==> src/rtl/mbgd_accum_tree.sv <==
// Lane adder tree feeding a mini-batch accumulator with a valid/ready result port.
// The whole pipeline stalls while a finished result waits for its consumer.
module mbgd_accum_tree #(
  parameter int N       = 8,
  parameter int N_BIT   = 3,
  parameter int DW      = 8,
  parameter int ACC_BIT = 4,
  parameter int SIGNED  = 0
) (
  input  logic                           clk,
  input  logic                           resetn,
  input  logic                           flush,
  input  logic                           in_valid,
  output logic                           in_ready,
  input  logic                           in_last,
  input  logic [2*DW*N-1:0]              dot_products,
  output logic                           out_valid,
  input  logic                           out_ready,
  output logic [2*DW+N_BIT+ACC_BIT-1:0]  outp,
  output logic [ACC_BIT:0]               out_beats,
  output logic                           out_ovf
);

  localparam int LW = 2 * DW;
  localparam int L  = 1 << N_BIT;
  localparam int SW = LW + N_BIT;
  localparam int AW = SW + ACC_BIT;
  localparam int CW = ACC_BIT + 1;
  localparam logic [CW-1:0] CNT_LIM = CW'(1 << ACC_BIT);

  logic            en;
  logic [LW*L-1:0] lanes_pad;

  // Level 0 registers the extended lanes; level k holds L>>k partial sums.
  // Every level is kept at full tree width, so the per-level growth is implicit.
  logic [SW-1:0]   lvl_q [N_BIT+1][L];
  logic [SW-1:0]   lvl_d [N_BIT+1][L];
  logic [N_BIT:0]  vld_q, vld_d;
  logic [N_BIT:0]  last_q, last_d;

  logic [AW-1:0]   tree_ext, acc_next;
  logic [AW-1:0]   acc_q, acc_d;
  logic [CW-1:0]   cnt_q, cnt_d, cnt_inc;
  logic            ovf_q, ovf_d, ovf_next;
  logic            fire;

  logic            out_valid_q, out_valid_d;
  logic [AW-1:0]   outp_q, outp_d;
  logic [CW-1:0]   beats_q, beats_d;
  logic            out_ovf_q, out_ovf_d;

  assign en       = !out_valid_q || out_ready;
  assign in_ready = en;

  always_comb begin
    lanes_pad              = '0;
    lanes_pad[LW*N-1:0]    = dot_products;
    lvl_d                  = lvl_q;
    vld_d                  = vld_q;
    last_d                 = last_q;
    if (flush) begin
      vld_d  = '0;
      last_d = '0;
    end else if (en) begin
      for (int j = 0; j < L; j++) begin
        if (SIGNED != 0) lvl_d[0][j] = SW'($signed(lanes_pad[LW*j +: LW]));
        else             lvl_d[0][j] = SW'(lanes_pad[LW*j +: LW]);
      end
      vld_d[0]  = in_valid;
      last_d[0] = in_last;
      for (int k = 1; k <= N_BIT; k++) begin
        for (int j = 0; j < L; j++) lvl_d[k][j] = '0;
        for (int j = 0; j < (L >> k); j++)
          lvl_d[k][j] = lvl_q[k-1][2*j] + lvl_q[k-1][2*j+1];
        vld_d[k]  = vld_q[k-1];
        last_d[k] = last_q[k-1];
      end
    end
  end

  // The accumulator is always zero at a batch start, so no separate first flag is kept.
  always_comb begin
    if (SIGNED != 0) tree_ext = AW'($signed(lvl_q[N_BIT][0]));
    else             tree_ext = AW'(lvl_q[N_BIT][0]);
    acc_next    = acc_q + tree_ext;
    cnt_inc     = (cnt_q == '1) ? cnt_q : cnt_q + CW'(1);
    ovf_next    = ovf_q || (cnt_q == CNT_LIM);
    fire        = en && vld_q[N_BIT];

    acc_d       = acc_q;
    cnt_d       = cnt_q;
    ovf_d       = ovf_q;
    out_valid_d = out_valid_q;
    outp_d      = outp_q;
    beats_d     = beats_q;
    out_ovf_d   = out_ovf_q;

    if (flush) begin
      acc_d       = '0;
      cnt_d       = '0;
      ovf_d       = 1'b0;
      out_valid_d = 1'b0;
      outp_d      = '0;
      beats_d     = '0;
      out_ovf_d   = 1'b0;
    end else begin
      if (en) out_valid_d = 1'b0;
      if (fire) begin
        if (last_q[N_BIT]) begin
          outp_d      = acc_next;
          beats_d     = cnt_inc;
          out_ovf_d   = ovf_next;
          out_valid_d = 1'b1;
          acc_d       = '0;
          cnt_d       = '0;
          ovf_d       = 1'b0;
        end else begin
          acc_d = acc_next;
          cnt_d = cnt_inc;
          ovf_d = ovf_next;
        end
      end
    end
  end

  always_ff @(posedge clk or posedge resetn) begin
    if (resetn) begin
      lvl_q       <= '{default: '0};
      vld_q       <= '0;
      last_q      <= '0;
      acc_q       <= '0;
      cnt_q       <= '0;
      ovf_q       <= 1'b0;
      out_valid_q <= 1'b0;
      outp_q      <= '0;
      beats_q     <= '0;
      out_ovf_q   <= 1'b0;
    end else begin
      lvl_q       <= lvl_d;
      vld_q       <= vld_d;
      last_q      <= last_d;
      acc_q       <= acc_d;
      cnt_q       <= cnt_d;
      ovf_q       <= ovf_d;
      out_valid_q <= out_valid_d;
      outp_q      <= outp_d;
      beats_q     <= beats_d;
      out_ovf_q   <= out_ovf_d;
    end
  end

  assign out_valid = out_valid_q;
  assign outp      = outp_q;
  assign out_beats = beats_q;
  assign out_ovf   = out_ovf_q;

endmodule

==> config.mk <==
export PLATFORM = sky130hd
export DESIGN_NAME = mbgd_accum_tree
export DESIGN_NICKNAME = d
export VERILOG_FILES = /design/src/rtl/mbgd_accum_tree.sv
export SDC_FILE = /design/constraint.sdc
export NUM_CORES = 1
export LEC_CHECK = 0
export BUFFER_PORTS_ARGS = -buffer_cell sky130_fd_sc_hd__buf_2
export CORE_MARGIN = 2
export CORE_UTILIZATION = 48
export CTS_CLUSTER_SIZE = 8
export DETAILED_ROUTE_END_ITERATION = 8
export GPL_TIMING_DRIVEN = 0
export HOLD_SLACK_MARGIN = 0.05
export PLACE_DENSITY = 0.68
export SLEW_MARGIN = 10
export SYNTH_ARGS = -nofsm -noshare
export SYNTH_HDL_FRONTEND = slang
export SYNTH_SLANG_ARGS = --single-unit
==> constraint.sdc <==
create_clock -name clk -period 8.5 [get_ports clk]
set_clock_uncertainty 0.05 [all_clocks]
set_input_delay 0.425 -clock clk [delete_from_list [all_inputs] [get_ports clk]]
set_output_delay 0.425 -clock clk [all_outputs]
set_load 0.02 [all_outputs]
# Yosys cells after proc, flatten, opt, wreduce, memory -nomap -nowiden
# Index checks and enable logic that the tools add are counted.
[totals]
reg_bits = 328
inputBits = 134
out_inout_bits = 31
wordCells = 72
[classes]
addsub = 9
n_eq_ne = 2
muxes = 27
bitwise = 1
n_reduce_logical = 9
[ops]
columns = ["op", "n"]
rows = [
  ["$mux W23", 6],
  ["$add A16 B16 Y17", 4],
  ["$add A19 B19 Y19", 3],
  ["$mux W5", 7],
  ["$add A23 B19 Y23", 1],
  ["$mux W4", 4],
  ["$eq A5 B5 Y1 const B", 2],
  ["$mux W1", 10],
  ["$reduce_bool A2 Y1", 3],
  ["$add A5 B1 Y5 const B", 1],
  ["$reduce_and A2 Y1", 2],
  ["$logic_or A1 B1 Y1", 2],
  ["$logic_and A1 B1 Y1", 1],
  ["$logic_not A1 Y1", 1],
  ["$not A1 Y1", 1],
]

# Longest topological paths before layout
# Gate-level depths: netlist of run 1.
[depth]
depth_word = 6
mapped_depth = 10
mapped_depth_nobuf = 9

# Least setup slack after synthesis of run 1
# No wires, ideal clock.
[synth_timing]
path_type = "register -> register"
from = "reg lvl_q[494] in the netlist's numbering"
to = "reg lvl_q[413] in the netlist's numbering"
arrival_time_ps = 2491
required_ps = 8355
slack_ps = 5864
path_stages_with_launch = 10
path_buffers = 0
synth_period_minus_slack_ps = 2636
path_cell_list = "dfrtp_1 > ha_1 > fa_1 > a211oi_1 > o21bai_1 > a31o_1 > a211o_1 > o311a_1 > o21a_1 > o31ai_1"
[synth_via]
elab_chain_cells = 1
[synth_rtl]
columns = ["item", "line_no", "text"]
rows = [
  ["from (decl)", "36", "logic [SW-1:0] lvl_q [N_BIT+1][L];"],
  ["from (signal assigned)", "139", "lvl_q <= lvl_d;"],
  ["$add A16 B16 Y17", "74", "lvl_d[k][j] = lvl_q[k-1][2*j] + lvl_q[k-1][2*j+1];"],
]
# No other way between the ends.
# A chain may end at the register's enable or synchronous reset.

# Worst setup path after layout of run 1
[layout_timing]
from = "reg out_valid_q, in the netlist out_valid"
to = "reg lvl_q[266] in the netlist's numbering"
[layout_via]
elab_chain_cells = 3
[layout_rtl]
columns = ["item", "line_no", "text"]
rows = [
  ["from (decl)", "47", "logic out_valid_q, out_valid_d;"],
  ["from (signal assigned)", "145", "out_valid_q <= out_valid_d;"],
  ["$logic_not A1 Y1", "52", "assign en = !out_valid_q || out_ready;"],
  ["$logic_or A1 B1 Y1", "52", ""],
  ["$reduce_and A2 Y1 (no source line)", "-", ""],
]
# No other way between the ends.

==> metrics.cfg, run 1 <==
[timing]
relSlewSlack = 0.318
period_minus_slack_ns = 3.55
rsz0062_at_grt = no
setup_tns_ns = 0
period_share = 0.418
max_freq_ghz = 0.282
setup_viol_count_final = 0
worst_pin_slew_ns = 1.02
final-hold-violation-count = 0
drv_slew = 0

[worst_setup_path]
path_class = reg -> reg
endpoint_kind = flip-flop
required_ns = 8.94
crit_arrival_ns = 3.99
cp_max_fo = 10
crit_path_start_kind = flip-flop

[clocking]
cts_buffers = 45
cts_resized = 0
clock-sinks = 318
worstSkewPairLatency_ns = 0.57
cts_tree = built
root_buffer = clkbuf_16
path_clk_slew_ns = 0.05
cts_max_path_buffers = 3
holdBufCountCts = 130
post_cts_buffers = 0
h-tree-depth = 2

[drt]
first_pass_iters = 7
vias = 15531
drt_iter0_markers = 771
ant_nets = 0
drt-total-wl_mm = 46.8
wl_per_cell_um = 16.6
drc = 0
vias_per_cell = 5.51

[global_route]
antenna_found_initial = 0
grt-ovfl-total = 0
grt_use_met3 = 0.0336
grt_pass1_vias = 15453
grt_usage = 0.245
grt_pass1_wl_mm = 76.8
met1_usage = 0.320
busiest_layer = met2
gr-usage-met2 = 0.414
grt_max_degree = 37

[floorplanning]
core.rowCount = 70
die_w_um = 197
die_h_um = 197
ioPinCount = 165
start_util = 0.488
die-area_sq_mm = 0.0388
core_area_sq_mm = 0.0367

[finish]
syn_to_final_growth_pct = 22.9
antenna_cells = 0
post-route-util = 0.599
fin_nets = 2626
layout-drive-gt1-share = 0.104
final_cells = 2818
fillers = 3161

[yosys]
yosys.area.top_type = dfrtp_1
ys_dominant_reg_cell = dfrtp_1
synth.area.top_cells = dfrtp_1 (44%), nand2_1 (13%), ha_1 (9.6%)
ys_seq_elements = 318
yosysMostFrequentCell = nand2_1
avgSynthCellArea_sq_um = 8.96
yosys_warnings = 0
ys_top_cells_by_count = nand2_1 (599), dfrtp_1 (318), o21ai_0 (149)
yosys.cell_types.count = 73
netlist_instances = 1996
synth_edf_count = 0
syn-cell-area_sq_mm = 0.0179
seq_area_frac_synth = 0.445
synth_top_area_frac = 0.445
syn_nets = 2275
async_flop_share = 1.00

[placed_design]
gp_congestion = 0.861
place_hpwl_mm = 34.1
dp_cells = 2638
port_buffers = 164

[status]
outcome = completed

[pwr]
cellPowerDensity_mw_per_mm2 = 257
leakagePower_nw = 10.8
peakVddDrop_v = 0.000144

[run]
maxCapViolations = 0

[hold_path]
min_path_type = in -> reg

worst max-delay path: stages (launching register included):
cell,delay [ns]
dfrtp_1,0.36
nor2b_1,0.12
buf_2,0.18
nor2_1,0.42
clkbuf_1,0.52
clkbuf_1,0.62
clkbuf_1,0.72
nand2_1,0.35
nand2_1,0.12
kinds of logic after synthesis:
group / Yosys count / synth area share
compound gates: 534 / 0.194
xor+xnor: 91 / 0.0445
fa+ha+maj: 145 / 0.105
buf+inv: 121 / 0.0256
flops: 318 / 0.445
mux: 8 / 0.00469
simple gates: 779 / 0.181
flip-flops by register name, indices dropped and copies added (netlist names):
name,count
cnt_q,5
vld_q,4
ovf_q,1
lvl_q,251
outp,23
out_ovf,1
out_beats,5
last_q,4
out_valid,1
acc_q,23
routing by layer:
layer,up-vias,part of all wire
li1,7666,-
met1,7410,0.45
met2,358,0.47
met3,97,0.044
met4,0,0.033
met5,-,0
cell usage in the layout, fill, tap and decap left out, types with 29 or more instances in the layout:
cell type | netlist | routed
dfrtp_1 | 318 | 318
buf_2 | 3 | 167
nand2_1 | 599 | 599
clkbuf_1 | 67 | 69
o21ai_0 | 149 | 149
xnor2_1 | 51 | 51
a22o_1 | 38 | 38
xor2_1 | 40 | 40
inv_1 | 45 | 44
a211oi_1 | 32 | 32
o21a_1 | 29 | 29
ha_1 | 137 | 137
dlygate4sd3_1 | 0 | 130
a21oi_1 | 113 | 113
nor2_1 | 50 | 50
a21o_1 | 37 | 37
clkbuf_16 | 0 | 45
path summary, 6_finish.rpt:
check / depth (start not counted) / to / slack, ns / startpoint
max: 8 / lvl_q[266] / 4.95 / out_valid
min: 3 / last_q[0] / 0.08 / in_last
max reg2reg: 8 / lvl_q[266] / 4.95 / out_valid
min reg2reg: 2 / outp[22] / 0.42 / outp[22]
max in group asynchronous: 8 / lvl_q[553] / 6.42 / resetn
min in group asynchronous: 3 / outp[12] / 0.45 / resetn
area by class of cell:
cell class                      instances  area [sq um]  share of cell area
Buffer                                 75           285              0.0130
Clock buffer                           47          1130              0.0516
Clock inverter                          3          37.5             0.00171
Inverter                               46           176             0.00803
Multi-Input combinational cell       1557          9480               0.431
Sequential cell                       318          7960               0.362
Tap cell                              468           586              0.0266
Timing Repair Buffer                  304          2330               0.106
report_power, final:
part | internal (mW) | total [mW] | switching, mW
Combinational | 0.892 | 2.07 | 1.18
Clock | 0.935 | 1.58 | 0.646
Sequential | 1.79 | 2.00 | 0.209
Total | 3.62 | 5.65 | 2.03
per-stage QoR:
step | worst slack [ns] | hold slack (ns) | area (sq um) | power, mW
floorplan | 3.79 | 0.393 | 17900 | 3.51
global placement | 1.96 | 0.406 | 19300 | 3.95
detailed placement | 4.96 | 0.412 | 19500 | 4.01
CTS | 5.00 | 0.0635 | 22000 | 5.67
global route | 4.88 | 0.113 | 22000 | 6.03
finish | 4.95 | 0.0845 | 22000 | 5.65
Power figures use the tool's default switching activity.
==> inputs of run 2 (changes only) <==
--- a/config.mk
+++ b/config.mk
@@ -5,6 +5,7 @@
 export SDC_FILE = /design/constraint.sdc
 export NUM_CORES = 1
 export LEC_CHECK = 0
+export ABC_AREA = 1
 export BUFFER_PORTS_ARGS = -buffer_cell sky130_fd_sc_hd__buf_2
 export CORE_MARGIN = 2
 export CORE_UTILIZATION = 48
@@ -12,7 +13,7 @@
 export DETAILED_ROUTE_END_ITERATION = 8
 export GPL_TIMING_DRIVEN = 0
 export HOLD_SLACK_MARGIN = 0.05
-export PLACE_DENSITY = 0.68
+export PLACE_DENSITY = 0.65
 export SLEW_MARGIN = 10
 export SYNTH_ARGS = -nofsm -noshare
 export SYNTH_HDL_FRONTEND = slang
==> constraint.sdc (replaced) <==
create_clock -name clk -period 3.7 [get_ports clk]
set_clock_uncertainty 0.05 [all_clocks]
set_input_delay 0.185 -clock clk [delete_from_list [all_inputs] [get_ports clk]]
set_output_delay 0.185 -clock clk [all_outputs]
set_load 0.02 [all_outputs]
==> metrics.cfg, run 2 <==
[yosys]
yosysMostFrequentCell = nand2_1
ys_dominant_reg_cell = dfrtp_1
synth_edf_count = 0
syn_nets = 2906
synth.area.top_cells = dfrtp_1 (41%), nand2_1 (23%), ha_1 (8.9%)
avgSynthCellArea_sq_um = 7.34
yosys_warnings = 0
ys_seq_elements = 318
yosys.area.top_type = dfrtp_1
async_flop_share = 1.00
seq_area_frac_synth = 0.413
netlist_instances = 2627
ys_top_cells_by_count = nand2_1 (1,160), dfrtp_1 (318), inv_1 (212)
syn-cell-area_sq_mm = 0.0193
yosys.cell_types.count = 37
synth_top_area_frac = 0.413

[timing]
setup_viol_count_final = 0
final-hold-violation-count = 0
max_freq_ghz = 0.451
drv_slew = 0
rsz0062_at_grt = no
setup_tns_ns = 0
period_share = 0.599
worst_pin_slew_ns = 0.754
period_minus_slack_ns = 2.22
relSlewSlack = 0.498

[drt]
vias = 17973
wl_met2_mm = 25.4
ant_nets = 0
top_layer = met4
drc = 0
wl_per_cell_um = 15.3
first_pass_iters = 7
dr_wl_met3_mm = 2.51
vias_per_cell = 5.12
drt_iter0_markers = 1033
drt-total-wl_mm = 53.6
wl_met1_mm = 24.5

[finish]
layout-drive-gt1-share = 0.0988
largest_reg_flops = 251
multi_input_area_sq_mm = 0.0101
fillers = 3732
fin_nets = 3259
layout_commonest_cell = nand2_1
antenna_cells = 0
final_cell_mix = nand2_1 (1,160), dfrtp_1 (318), inv_1 (211)
syn_to_final_growth_pct = 21.8
regMostFlops = lvl_q
register_area_sq_mm = 0.00796
postLayoutCellArea_sq_mm = 0.0235

[clocking]
cts_tree = built
path_clk_slew_ns = 0.05
cts_resized = 0
clock-sinks = 318
cts_max_path_buffers = 3
post_cts_buffers = 0
worstSkewPairLatency_ns = 0.59
cts_buffers = 46
holdBufCountCts = 132
root_buffer = clkbuf_16
h-tree-depth = 2

[global_route]
grt_pass1_wl_mm = 87.3
grt-ovfl-total = 0
grt_max_degree = 39
grt_pass1_vias = 17480
grt_usage = 0.261
antenna_found_initial = 0

[placed_design]
place_area_sq_mm = 0.0210
place_hpwl_mm = 40.7
gp_congestion = 0.930
port_buffers = 164

[hold_path]
min_path_type = in -> reg

[worst_setup_path]
cp_max_fo = 4
cp_slowest_cell = fa_1
crit_path_start_kind = flip-flop
cp_top_family = simple AND/OR/NAND/NOR gates
path_class = reg -> reg
cp_num_buf_inv = 0
cpPeakStageDelay_ns = 0.46
endpoint_kind = flip-flop
crit_chain = ha_1 -> fa_1 -> nand2_1 -> nand2_1 -> nand2_1 -> o21ai_2 -> nand2_1 -> nand3b_1 -> nand3_1 -> nand2_1
crit_arrival_ns = 2.62
path_common_cell = nand2_1
required_ns = 4.10

[floorplanning]
start_util = 0.485
die-area_sq_mm = 0.0418
core.rowCount = 73
core_area_sq_mm = 0.0397
ioPinCount = 165
die_h_um = 204
die_w_um = 204

[run]
maxCapViolations = 0

[pwr]
leakagePower_nw = 12.8
peakVddDrop_v = 0.000305
cellPowerDensity_mw_per_mm2 = 577

[status]
outcome = completed

## run 2: worst register-to-register path, cell delays in order, from the launching register on
cell	delay, ns
dfrtp_1	0.39
ha_1	0.28
fa_1	0.46
nand2_1	0.10
nand2_1	0.09
nand2_1	0.17
o21ai_2	0.12
nand2_1	0.12
nand3b_1	0.12
nand3_1	0.15
nand2_1	0.06
## run 2: cell type report
cell class / count / area share
Buffer: 65 / 0.0174
Clock buffer: 52 / 0.0508
Clock inverter: 3 / 0.00154
Inverter: 216 / 0.0347
Multi-Input combinational cell: 2028 / 0.430
Sequential cell: 318 / 0.339
Tap cell: 525 / 0.0279
Timing Repair Buffer: 305 / 0.0988
## run 2: where the power goes
| part | internal (mW) | switching [mW] | total (mW) | leakage, nW |
|---|---|---|---|---|
| Sequential | 4.11 | 0.502 | 4.61 | 3.98 |
| Combinational | 1.96 | 3.20 | 5.16 | 8.19 |
| Clock | 2.24 | 1.53 | 3.78 | 0.600 |
| Total | 8.32 | 5.24 | 13.6 | 12.8 |
## run 2: kinds of logic (layout without fill, tap and decap cells)
kind of cell,Yosys count,count (layout),share of synthesized area
AND/OR/NAND/NOR,1553,1553,0.326
flip-flops,318,318,0.413
AO/OA/AOI/OAI,277,277,0.0769
buffers and inverters,281,641,0.0632
adder cells (fa/ha/maj),145,145,0.0972
XOR/XNOR,53,53,0.0241
## run 2: routing by layer
metal | GRT usage | vias to the layer above
li1 | - | 9140
met1 | 0.349 | 8377
met2 | 0.446 | 372
met3 | 0.0381 | 84
met4 | 0.0678 | 0
met5 | 0 | -
## run 2: through the flow
stage          utilization  instances  setup WS (ns)  power [mW]  hold WS (ns)
2_1_floorplan            -       2627         -0.774        8.27         0.231
6_report             0.592       3512           1.48        13.6         0.101
3_3_place_gp         0.523       3316          -2.61        9.56         0.329
5_1_grt              0.592       3512           1.36        14.6         0.127
3_5_place_dp         0.527       3325           1.52        9.66         0.186
4_1_cts              0.592       3512           1.49        13.6        0.0725
## run 2: worst paths after layout
kind / endpoint / startpoint / cells past startpoint / slack, ns
worst max-delay path: outp[12] / lvl_q[133] / 10 / 1.48
worst min-delay path: acc_q[3] / out_ready / 6 / 0.10
worst max register to register: outp[12] / lvl_q[133] / 10 / 1.48
worst min register to register: outp[14] / outp[14] / 2 / 0.42
max in group asynchronous: lvl_q[584] / resetn / 9 / 1.67
min in group asynchronous: lvl_q[480] / resetn / 3 / 0.16
